`src/rtl/peripheral_uart_rx_frontend.sv`:
```
`default_nettype none
// ============================================================================
//  Module   : peripheral_uart_rx_frontend
//  Brief    : UART 8N1 receive front-end. Synchronises the serial input,
//             oversamples it on a prescaled SMCLK tick, deframes characters
//             and presents each byte on a valid/ready handshake. Framing
//             errors and overruns are reported as single-cycle pulses.
//  Revision : 1.0 - initial release
// ============================================================================
module peripheral_uart_rx_frontend #(
   parameter int OVERSAMPLE = 16,
   parameter int DIV_WIDTH  = 16
) (
   input  logic                 mclk,
   input  logic                 puc_rst,
   input  logic                 smclk_en,
   input  logic [DIV_WIDTH-1:0] baud_div,
   input  logic                 uart_rxd,
   output logic [7:0]           rx_data,
   output logic                 rx_valid,
   input  logic                 rx_ready,
   output logic                 rx_frame_err,
   output logic                 rx_overrun,
   output logic                 rx_busy
);

   // Sample counter geometry. Sample points are named by the counter value
   // reached on the tick, so tick k after the start edge is at position k.
   localparam int SW  = $clog2(OVERSAMPLE);
   localparam int MID = OVERSAMPLE / 2;

   localparam logic [SW-1:0] S_FIRST = SW'(MID - 1);
   localparam logic [SW-1:0] S_MID   = SW'(MID);
   localparam logic [SW-1:0] S_LAST  = SW'(MID + 1);
   localparam logic [SW-1:0] S_WRAP  = SW'(OVERSAMPLE - 1);

   typedef enum logic [1:0] {
      ST_IDLE  = 2'd0,
      ST_START = 2'd1,
      ST_DATA  = 2'd2,
      ST_STOP  = 2'd3
   } state_t;

   // Input synchroniser and edge history
   logic                 sync1;
   logic                 rxd_s;
   logic                 rxd_prev;

   // Prescaler and oversampling
   logic [DIV_WIDTH-1:0] presc;
   logic [DIV_WIDTH-1:0] div_lat;
   logic                 tick;
   logic [SW-1:0]        samp_cnt;
   logic [SW-1:0]        samp_nxt;
   logic                 smp_a;
   logic                 smp_b;
   logic                 bit_val;
   logic                 decide;

   // Deframer
   state_t               state;
   logic [2:0]           bit_cnt;
   logic [7:0]           shreg;
   logic                 start_edge;

   // Two-flop synchroniser plus one delayed copy for falling-edge detection
   always_ff @(posedge mclk or posedge puc_rst) begin
      if (puc_rst) begin
         sync1    <= 1'b1;
         rxd_s    <= 1'b1;
         rxd_prev <= 1'b1;
      end else begin
         sync1    <= uart_rxd;
         rxd_s    <= sync1;
         rxd_prev <= rxd_s;
      end
   end

   // Tick generation, sample position and majority vote of the three samples
   always_comb begin
      tick       = smclk_en && (presc == div_lat);
      samp_nxt   = (samp_cnt == S_WRAP) ? '0 : samp_cnt + 1'b1;
      decide     = tick && (samp_nxt == S_LAST);
      bit_val    = (smp_a & smp_b) | (smp_a & rxd_s) | (smp_b & rxd_s);
      start_edge = (state == ST_IDLE) && rxd_prev && !rxd_s;
   end

   // Free-running prescaler; the divider is latched only on a wrap so a
   // baud_div change never truncates a tick period. A start edge restarts
   // both the prescaler and the sample counter to centre bit timing on it.
   always_ff @(posedge mclk or posedge puc_rst) begin
      if (puc_rst) begin
         presc    <= '0;
         div_lat  <= '0;
         samp_cnt <= '0;
         smp_a    <= 1'b1;
         smp_b    <= 1'b1;
      end else if (start_edge) begin
         presc    <= '0;
         div_lat  <= baud_div;
         samp_cnt <= '0;
      end else if (tick) begin
         presc    <= '0;
         div_lat  <= baud_div;
         samp_cnt <= samp_nxt;
         if (samp_nxt == S_FIRST) begin
            smp_a <= rxd_s;
         end
         if (samp_nxt == S_MID) begin
            smp_b <= rxd_s;
         end
      end else if (smclk_en) begin
         presc    <= presc + 1'b1;
      end
   end

   // Deframing FSM with registered status and handshake outputs
   always_ff @(posedge mclk or posedge puc_rst) begin
      if (puc_rst) begin
         state        <= ST_IDLE;
         bit_cnt      <= '0;
         shreg        <= '0;
         rx_data      <= '0;
         rx_valid     <= 1'b0;
         rx_frame_err <= 1'b0;
         rx_overrun   <= 1'b0;
         rx_busy      <= 1'b0;
      end else begin
         rx_frame_err <= 1'b0;
         rx_overrun   <= 1'b0;

         // Consumer acceptance; a byte loaded below in the same cycle wins
         if (rx_valid && rx_ready) begin
            rx_valid <= 1'b0;
         end

         case (state)
            ST_IDLE: begin
               if (start_edge) begin
                  state   <= ST_START;
                  rx_busy <= 1'b1;
               end
            end

            ST_START: begin
               if (decide) begin
                  if (bit_val) begin
                     // Low pulse shorter than half a bit: treat as noise
                     state   <= ST_IDLE;
                     rx_busy <= 1'b0;
                  end else begin
                     state   <= ST_DATA;
                     bit_cnt <= '0;
                  end
               end
            end

            ST_DATA: begin
               if (decide) begin
                  shreg   <= {bit_val, shreg[7:1]};
                  bit_cnt <= bit_cnt + 1'b1;
                  if (bit_cnt == 3'd7) begin
                     state <= ST_STOP;
                  end
               end
            end

            ST_STOP: begin
               // Leave at mid-stop so the next start edge can be caught early
               if (decide) begin
                  state   <= ST_IDLE;
                  rx_busy <= 1'b0;
                  if (!bit_val) begin
                     rx_frame_err <= 1'b1;
                  end else if (!rx_valid || rx_ready) begin
                     rx_data  <= shreg;
                     rx_valid <= 1'b1;
                  end else begin
                     rx_overrun <= 1'b1;
                  end
               end
            end

            default: begin
               state   <= ST_IDLE;
               rx_busy <= 1'b0;
            end
         endcase
      end
   end

endmodule
`default_nettype wire

```
`config.mk`:
```
export PLATFORM = sky130hd
export DESIGN_NAME = peripheral_uart_rx_frontend
export DESIGN_NICKNAME = d
export VERILOG_FILES = /design/src/rtl/peripheral_uart_rx_frontend.sv
export SDC_FILE = /design/constraint.sdc
export NUM_CORES = 1
export LEC_CHECK = 0
export BUFFER_PORTS_ARGS = -buffer_cell sky130_fd_sc_hd__clkbuf_2
export CORE_ASPECT_RATIO = 0.5
export CORE_MARGIN = 2
export CORE_UTILIZATION = 51
export CTS_BUF_LIST = sky130_fd_sc_hd__clkbuf_8
export DETAILED_ROUTE_END_ITERATION = 6
export HOLD_SLACK_MARGIN = 0.03
export PLACE_DENSITY = 0.71
export SYNTH_ARGS = -nofsm -noshare
export SYNTH_HDL_FRONTEND = slang
export SYNTH_SLANG_ARGS = --single-unit
```
`constraint.sdc`:
```
create_clock -name mclk -period 3.05 [get_ports mclk]
set_input_delay 0.4575 -clock mclk [delete_from_list [all_inputs] [get_ports mclk]]
set_output_delay 0.4575 -clock mclk [all_outputs]
set_load 0.02 [all_outputs]
```
== Yosys cells after proc, flatten, opt, wreduce, memory -nomap -nowiden ==
Cells that the tools add are included.

* Input bits: 21
* Word-level logic and storage cells: 97
* Output and inout bits: 12
* Register bits: 66

* Reduce and logical (&&, ||, !) cells: 20
* Bitwise operators: 6
* Mux-type cells: 36
* Add/subtract/negate cells: 3
* Equal/unequal tests: 16

{| class="wikitable"
|+ Operators by type and width
! cell !! number
|-
| $mux W16 || 5
|-
| $add A16 B1 Y16 const B || 1
|-
| $eq A16 B16 Y1 || 1
|-
| $mux W1 || 16
|-
| $ne A2 B2 Y1 const B || 7
|-
| $eq A4 B4 Y1 const B || 3
|-
| $mux W2 || 6
|-
| $mux W4 || 3
|-
| $reduce_and A5 Y1 || 2
|-
| $mux W3 || 3
|-
| $pmux W2 S4 || 1
|-
| $reduce_and A4 Y1 || 2
|-
| $pmux W3 S2 || 1
|-
| $reduce_and A3 Y1 || 2
|-
| $reduce_bool A3 Y1 || 2
|-
| $logic_and A1 B1 Y1 || 5
|-
| $add A4 B1 Y4 const B || 1
|-
| $eq A2 B2 Y1 const B || 2
|-
| $eq A4 B3 Y1 const B || 1
|-
| $reduce_bool A2 Y1 || 2
|-
| $add A3 B1 Y3 const B || 1
|-
| $and A1 B1 Y1 || 3
|-
| $eq A3 B3 Y1 const B || 1
|-
| $pmux W1 S3 || 1
|-
| 7 further kinds || 9
|}

== Longest topological paths before layout ==
Gate-level depths: netlist (run 1).

* Depth after elaboration: 6
* Mapped depth: 8
* Gate-level depth less buffers: 7

== Worst setup path after synthesis (run 1) ==
Ideal clock, no wire load.

* Path kind: register to register
* From: register samp_cnt[0]
* To: register shreg[0]
* Clock period less this slack: 2.380 ns
* Slack: 0.670 ns
* Required time: 2.925 ns
* Stages on the path, launching flop included: 7
* Setup time: 0.125 ns
* Arrival: 2.256 ns
* Path buffers: 0
* Cells stage by stage: dfrtp_1 -> ha_1 -> or3b_1 -> o22ai_1 -> nand2_1 -> nor4_4 -> mux2_2

* Word-level cells in the longest chain between the ends: 5
* Elaborated cells between the ends (all ways): 6
* Those cells by class: 1 x add/sub; 2 x eq/ne; 1 x mux; 2 x reduce/logical

{| class="wikitable"
|+ Ends and longest elaborated chain
! item !! RTL line !! source
|-
| from (decl) || 53 || <nowiki>logic [SW-1:0] samp_cnt;</nowiki>
|-
| from (signal assigned) || 105 || <nowiki>samp_cnt <= samp_nxt;</nowiki>
|-
| $add A4 B1 Y4 / $eq A4 B4 Y1 (equally long branches) || 82 || <nowiki>samp_nxt = (samp_cnt == S_WRAP) ? '0 : samp_cnt + 1'b1;</nowiki>
|-
| $mux W4 (*) || 82 ||
|-
| $eq A4 B4 Y1 (*) || 83 || <nowiki>decide = tick && (samp_nxt == S_LAST);</nowiki>
|-
| $logic_and A1 B1 Y1 (*) || 83 ||
|-
| $reduce_and A2 Y1 (no line) (*) || - ||
|-
| to (signal assigned) || 160 || <nowiki>shreg <= {bit_val, shreg[7:1]};</nowiki>
|-
| to (decl) || 63 || <nowiki>logic [7:0] shreg;</nowiki>
|}

Mark *: on every way between the ends. The rest lies on a longest branch, timed or not.
A chain may end at the register's enable or synchronous reset.

== Final worst setup path (run 1) ==
* From: register samp_cnt[1]
* To: register shreg[0]

Same word-level chain as after synthesis.

==> results of run 1 <==
## worst max-delay path by stage
| stage | slack (ps) | from | end |
|---|---|---|---|
| 2_1_floorplan | 670 | samp_cnt[0]$_DFFE_PP0P_ | shreg[0]$_DFFE_PP0P_ |
| 3_3_place_gp | 500 | samp_cnt[1]$_DFFE_PP0P_ | shreg[5]$_DFFE_PP0P_ |
| 3_5_place_dp | 330 | samp_cnt[1]$_DFFE_PP0P_ | shreg[0]$_DFFE_PP0P_ |
| 4_1_cts | 320 | samp_cnt[1]$_DFFE_PP0P_ | shreg[0]$_DFFE_PP0P_ |
| 5_1_grt | 80 | samp_cnt[1]$_DFFE_PP0P_ | shreg[4]$_DFFE_PP0P_ |
| 6_report | 310 | samp_cnt[1]$_DFFE_PP0P_ | shreg[0]$_DFFE_PP0P_ |
## state kept, by name (all words and copies together), names as in the netlist, 3 cells and up, named ones only
register	cells
bit_cnt	3
div_lat	16
presc	16
rx_data	8
samp_cnt	4
shreg	8
## per-layer routing
layer / vias to the layer above / GRT usage
met5: - / 0
met4: 0 / 0.07401
met3: 6 / 0.06135
met2: 39 / 0.3294
met1: 1081 / 0.2236
li1: 1018 / -
## cells in the final DEF, fill, tap and decap left out, drive strengths merged, types with 4 or more instances in the layout
| cell type | n |
|---|---|
| mux2 | 35 |
| nand2 | 16 |
| nand3b | 6 |
| nor2 | 19 |
| buf | 7 |
| o21ai | 6 |
| inv | 5 |
| a21oi | 6 |
| nand4 | 6 |
| nand3 | 14 |
| nor4 | 4 |
| xor2 | 21 |
| bufinv | 4 |
| dfstp | 5 |
| clkbuf | 42 |
| dfrtp | 61 |
| nor3 | 4 |
| ha | 7 |
| xnor2 | 9 |
## logic make-up (layout without fill, tap and decap cells)
| group | Yosys count | after routing | share of synthesized area |
|---|---|---|---|
| AOI/OAI and AO/OA | 26 | 26 | 0.05827 |
| xor gates and xnor gates | 30 | 30 | 0.08562 |
| adders and majority gates | 8 | 8 | 0.03091 |
| buffers and inverters | 15 | 60 | 0.02418 |
| DFF | 66 | 66 | 0.5252 |
| muxes | 37 | 37 | 0.1312 |
| and+or+nand+nor | 83 | 83 | 0.1447 |
## critical path: stages, from the launching register on
cell and delay [ps]:
dfrtp_1 480, ha_1 300, or3b_1 400, o22ai_1 330, nand2_1 190, nor4_4 530
mux2_2 410
## through the flow
step	worst slack, ps	util	area [um2]
6_report	307.2	0.6137	3701
5_1_grt	84.59	0.6137	3701
4_1_cts	316.7	0.6137	3701
3_5_place_dp	329.4	0.5681	3426
3_3_place_gp	502.7	0.5681	3426
2_1_floorplan	669.5	-	3157
## power groups by stage
stage	Sequential, mW	Combinational, mW	Clock, mW
after global routing	0.994	0.171	1.05
after CTS	0.986	0.154	1.01
after detailed placement	1.00	0.153	0
after global placement	0.997	0.144	0
final	0.987	0.152	0.986
after floorplan	0.976	0.137	0
## area by class of cell
| type | instances | area (um2) |
|---|---|---|
| clock buffer | 10 | 137.6 |
| clock inverter | 6 | 137.6 |
| fill | 495 | 2330 |
| inverter | 5 | 18.77 |
| multi-input combinational | 184 | 1426 |
| sequential | 66 | 1658 |
| tap | 88 | 110.1 |
| timing repair buffer | 39 | 212.7 |
==> impl_metrics.yaml, run 1 <==
outcome:
  outcome: "finished clean"
synthesis:
  synth_area_leaders: "dfrtp_1, mux2_2, xor2_1"
  synth_edf_count: 0
  ys_seq_area_frac: 0.5252
  synth_area_um2: 3157
  ys_types: 49
  syn_area_per_cell_um2: 11.91
  synthArstFlopShare: 1.000
  synth_ff_type: "dfrtp_1"
  synth_nets: 293
  synth_top_area_share: 0.4836
  yosysTopAreaCell: "dfrtp_1"
  yosys_warnings: 0
  yosys-top-cells-count: "dfrtp_1, mux2_2, xor2_1, nor2_1, nand2_1"
  synth.most_common_cell: "dfrtp_1"
  synth_seq_cells: 66
  synthCells: 265
global_route:
  track_usage: 0.1896
  grt_pass1_wl_um: 9804
  antenna_found_initial: 0
  grt_max_degree: 31
  grt_pass1_vias: 2139
  grt-ovfl-total: 0
cells_and_area:
  n_antenna_cell: 0
  finalNonFillerCells: 398
  layout-drive-gt1-share: 0.3387
  syn2layout_area_growth_pct: 17.24
  nets: 333
sta:
  hold_slack_ps: 171.6
  clock_skew_ps: 6.588
  rsz0062_at_grt: "no"
  period_minus_slack_ps: 2743
  setup-violations-final: 0
  fmax_mhz: 364.6
  max_slew_margin: 0.5573
  tns_ps: 0
  tightestPinTransition_ps: 659.1
  final-hold-violation-count: 0
  drv_slew: 0
  post-route-period-util: 0.8993
critical_path:
  crit_path_end_kind: "register"
  rr_worst_depth: 6
  critPathMaxFanout: 10
  r2r-start: "samp_cnt[1]$_DFFE_PP0P_"
  worstReg2RegEnd: "shreg[0]$_DFFE_PP0P_"
  criticalPathCategory: "reg -> reg"
  cp.required_ps: 3280
  start_kind: "register"
  reg2reg_slack_ps: 310
  cp.arrival_ps: 2970
drt:
  dr.pass1.iters: 4
  vias: 2144
  wirelength_um: 5808
  m1WireLength_um: 2586
  ant_nets: 0
  viasPerCell: 5.387
  met3_wirelength_um: 234
  wl_met2_um: 2936
  drc: 0
  top_layer: "met4"
  wl_per_cell_um: 14.59
  drtIter0Drc: 115
hold_path:
  hold_class: "in -> async"
floorplan:
  die_height_um: 59.63
  die_area_um2: 6873
  rows: 20
  coreArea_um2: 6031
  die_w_um: 115.3
  start_util: 0.5234
  io_pins: 33
clock_tree:
  cts-buffers-inserted: 9
  worstSkewPairLatency_ps: 340
  root_buffer: "clkbuf_8"
  clock_sinks: 66
  cts_hold_buf: 0
  htreeDepth: 3
  cts_resized: 0
  clock_path_buffers: 2
  cts_tree: "built"
  clk_pin_slew_ps: 70
  cts_setup_buffers: 0
placement:
  dp_cells: 382
  hpwl_um: 4100
  gp_congestion: 0.9102
  port_buffers: 32
job:
  cap_violations: 0
pwr:
  vdd_drop_max_v: 0.0002154
  power_density_nw_per_um2: 574.3
  p_leak_nw: 1.735
  switching_power_mw: 0.4771
  p_sw_frac: 0.2245
  finalPower_mw: 2.125
  clockPowerShare: 0.464
  p_int_mw: 1.648
  p_seq_frac: 0.465
  combPwrFrac: 0.072
No activity file was read; power rests on OpenSTA's default activity.
==> inputs of run 2 (changes only) <==
Settings changed: CORE_UTILIZATION 51 to 45, PLACE_DENSITY 0.71 to default.
==> run 2 against run 1 <==
Net effect: non-clock buffer count rose by 1; die area rose by 13%; sequential share of layout area rose by 1.1 points; highest routed layer unchanged; global-route usage fell by 1.8 points; register-to-register slack barely moved; clock power fell by 35%; cell area fell by 2.4%; sequential cell count did not move; via count fell by 1.2%; first-iteration DRC count fell by 36%; maximum frequency fell by 0.13%; largest cell class unchanged; routed wire length rose by 0.93%.
==> impl_metrics.yaml, run 2 (synthesized netlist as in run 1, its figures left out) <==
critical_path:
  cp.required_ps: 3270
  path_cells: "ha_1 > or3b_1 > o22ai_1 > nand2_1 > nor4_4 > mux2_2"
  critPathMaxFanout: 10
  cp.arrival_ps: 2970
  start_kind: "register"
  crit_path_top_delay_cell: "nor4_4"
  crit_path_end_kind: "register"
  criticalPathCategory: "reg -> reg"
  crit_family: "simple AND/OR/NAND/NOR gates"
  cp.buffers_inverters: 0
  cpPeakStageDelay_ps: 520
cells_and_area:
  n_fill_cell: 627
  syn2layout_area_growth_pct: 14.43
  layout_commonest_cell: "dfrtp_1"
  top_regs: "div_lat x16, presc x16"
  nets: 334
  n_antenna_cell: 0
  mostFrequentLayoutCells: "dfrtp_1, mux2_2, clkbuf_2, xor2_1, nor2_1"
  layout-drive-gt1-share: 0.3344
pwr:
  vdd_drop_max_v: 0.0003067
  power_density_nw_per_um2: 490.8
  p_leak_nw: 1.705
  finalPower_mw: 1.773
drt:
  viasPerCell: 5.258
  drtIter0Drc: 74
  dr.pass1.iters: 4
  drc: 0
  wirelength_um: 5862
  wl_per_cell_um: 14.55
  vias: 2119
  ant_nets: 0
sta:
  final-hold-violation-count: 0
  fmax_mhz: 364.1
  tns_ps: 0
  clock_skew_ps: 15.89
  drv_slew: 0
  period_minus_slack_ps: 2746
  rsz0062_at_grt: "no"
  max_slew_margin: 0.4242
  setup-violations-final: 0
  tightestPinTransition_ps: 862.4
  post-route-period-util: 0.9004
job:
  cap_violations: 0
global_route:
  grt-ovfl-total: 0
  track_usage: 0.1718
  antenna_found_initial: 0
  grt_pass1_vias: 2080
  grt_max_degree: 42
  grt_pass1_wl_um: 10160
placement:
  hpwl_um: 4092
  port_buffers: 32
  gp_congestion: 0.8222
clock_tree:
  cts-buffers-inserted: 9
  clk_pin_slew_ps: 80
  cts_tree: "built"
  clock_path_buffers: 2
  cts_setup_buffers: 0
  clock_sinks: 66
  worstSkewPairLatency_ps: 340
  htreeDepth: 3
  cts_hold_buf: 0
  cts_resized: 0
  root_buffer: "clkbuf_8"
hold_path:
  hold_class: "in -> reg"
outcome:
  outcome: "finished clean"
floorplan:
  die_w_um: 122.5
  rows: 21
  die_area_um2: 7742
  die_height_um: 63.23
  io_pins: 33
  coreArea_um2: 6726
  start_util: 0.4693
[run 2: changes by cell type in the layout (fill, tap and decap cells not counted), sizes merged]
cell | previous run | this run
inv | 5 | 7
clkinv | 2 | 3
clkbuf | 42 | 43
buf | 7 | 8
bufinv | 4 | 0
[run 2: metrics by stage]
stage	cell area, um2	hold WS [ps]	instances	setup WS, ps	util
5_1_grt	3612	173.3	403	143.5	0.5370
3_5_place_dp	3438	346.8	387	348.2	0.5112
2_1_floorplan	3157	345.2	265	669.5	-
6_report	3612	200.2	403	303.7	0.5370
4_1_cts	3612	179.4	403	330.9	0.5370
3_3_place_gp	3438	345.8	387	469.5	0.5112
[run 2: metal layers]
metal,track usage,up-vias,part of all wire
met2,0.2736,47,0.47
met4,0.06609,0,0.015
li1,-,1028,-
met1,0.2154,1037,0.46
met3,0.05978,7,0.052
met5,0,-,0
[run 2: cell type report]
class	count	area (um2)	share of cell area
sequential	66	1658	0.4590
inverter	5	18.77	0.005196
multi-input combinational	184	1426	0.3949
timing repair buffer	40	220.2	0.06096
tap	92	115.1	0.03187
clock buffer	11	151.4	0.04191
clock inverter	5	22.52	0.006235
[run 2: report_power, final]
part	internal, mW	switching (mW)
sequential	0.922	0.0622
clock	0.329	0.312
combinational	0.0762	0.0713
total	1.33	0.446
[run 2: final timing paths]
path	start	cells past startpoint	end	slack [ps]
worst max-delay path	samp_cnt[1]$_DFFE_PP0P_	6	shreg[1]$_DFFE_PP0P_	300
worst min-delay path	uart_rxd	1	sync1$_DFF_PP1_	200
worst max register to register	samp_cnt[1]$_DFFE_PP0P_	6	shreg[1]$_DFFE_PP0P_	300
worst min register to register	sync1$_DFF_PP1_	0	rxd_s$_DFF_PP1_	360
max in group asynchronous	puc_rst	3	shreg[4]$_DFFE_PP0P_	1960
min in group asynchronous	puc_rst	2	async pin	270
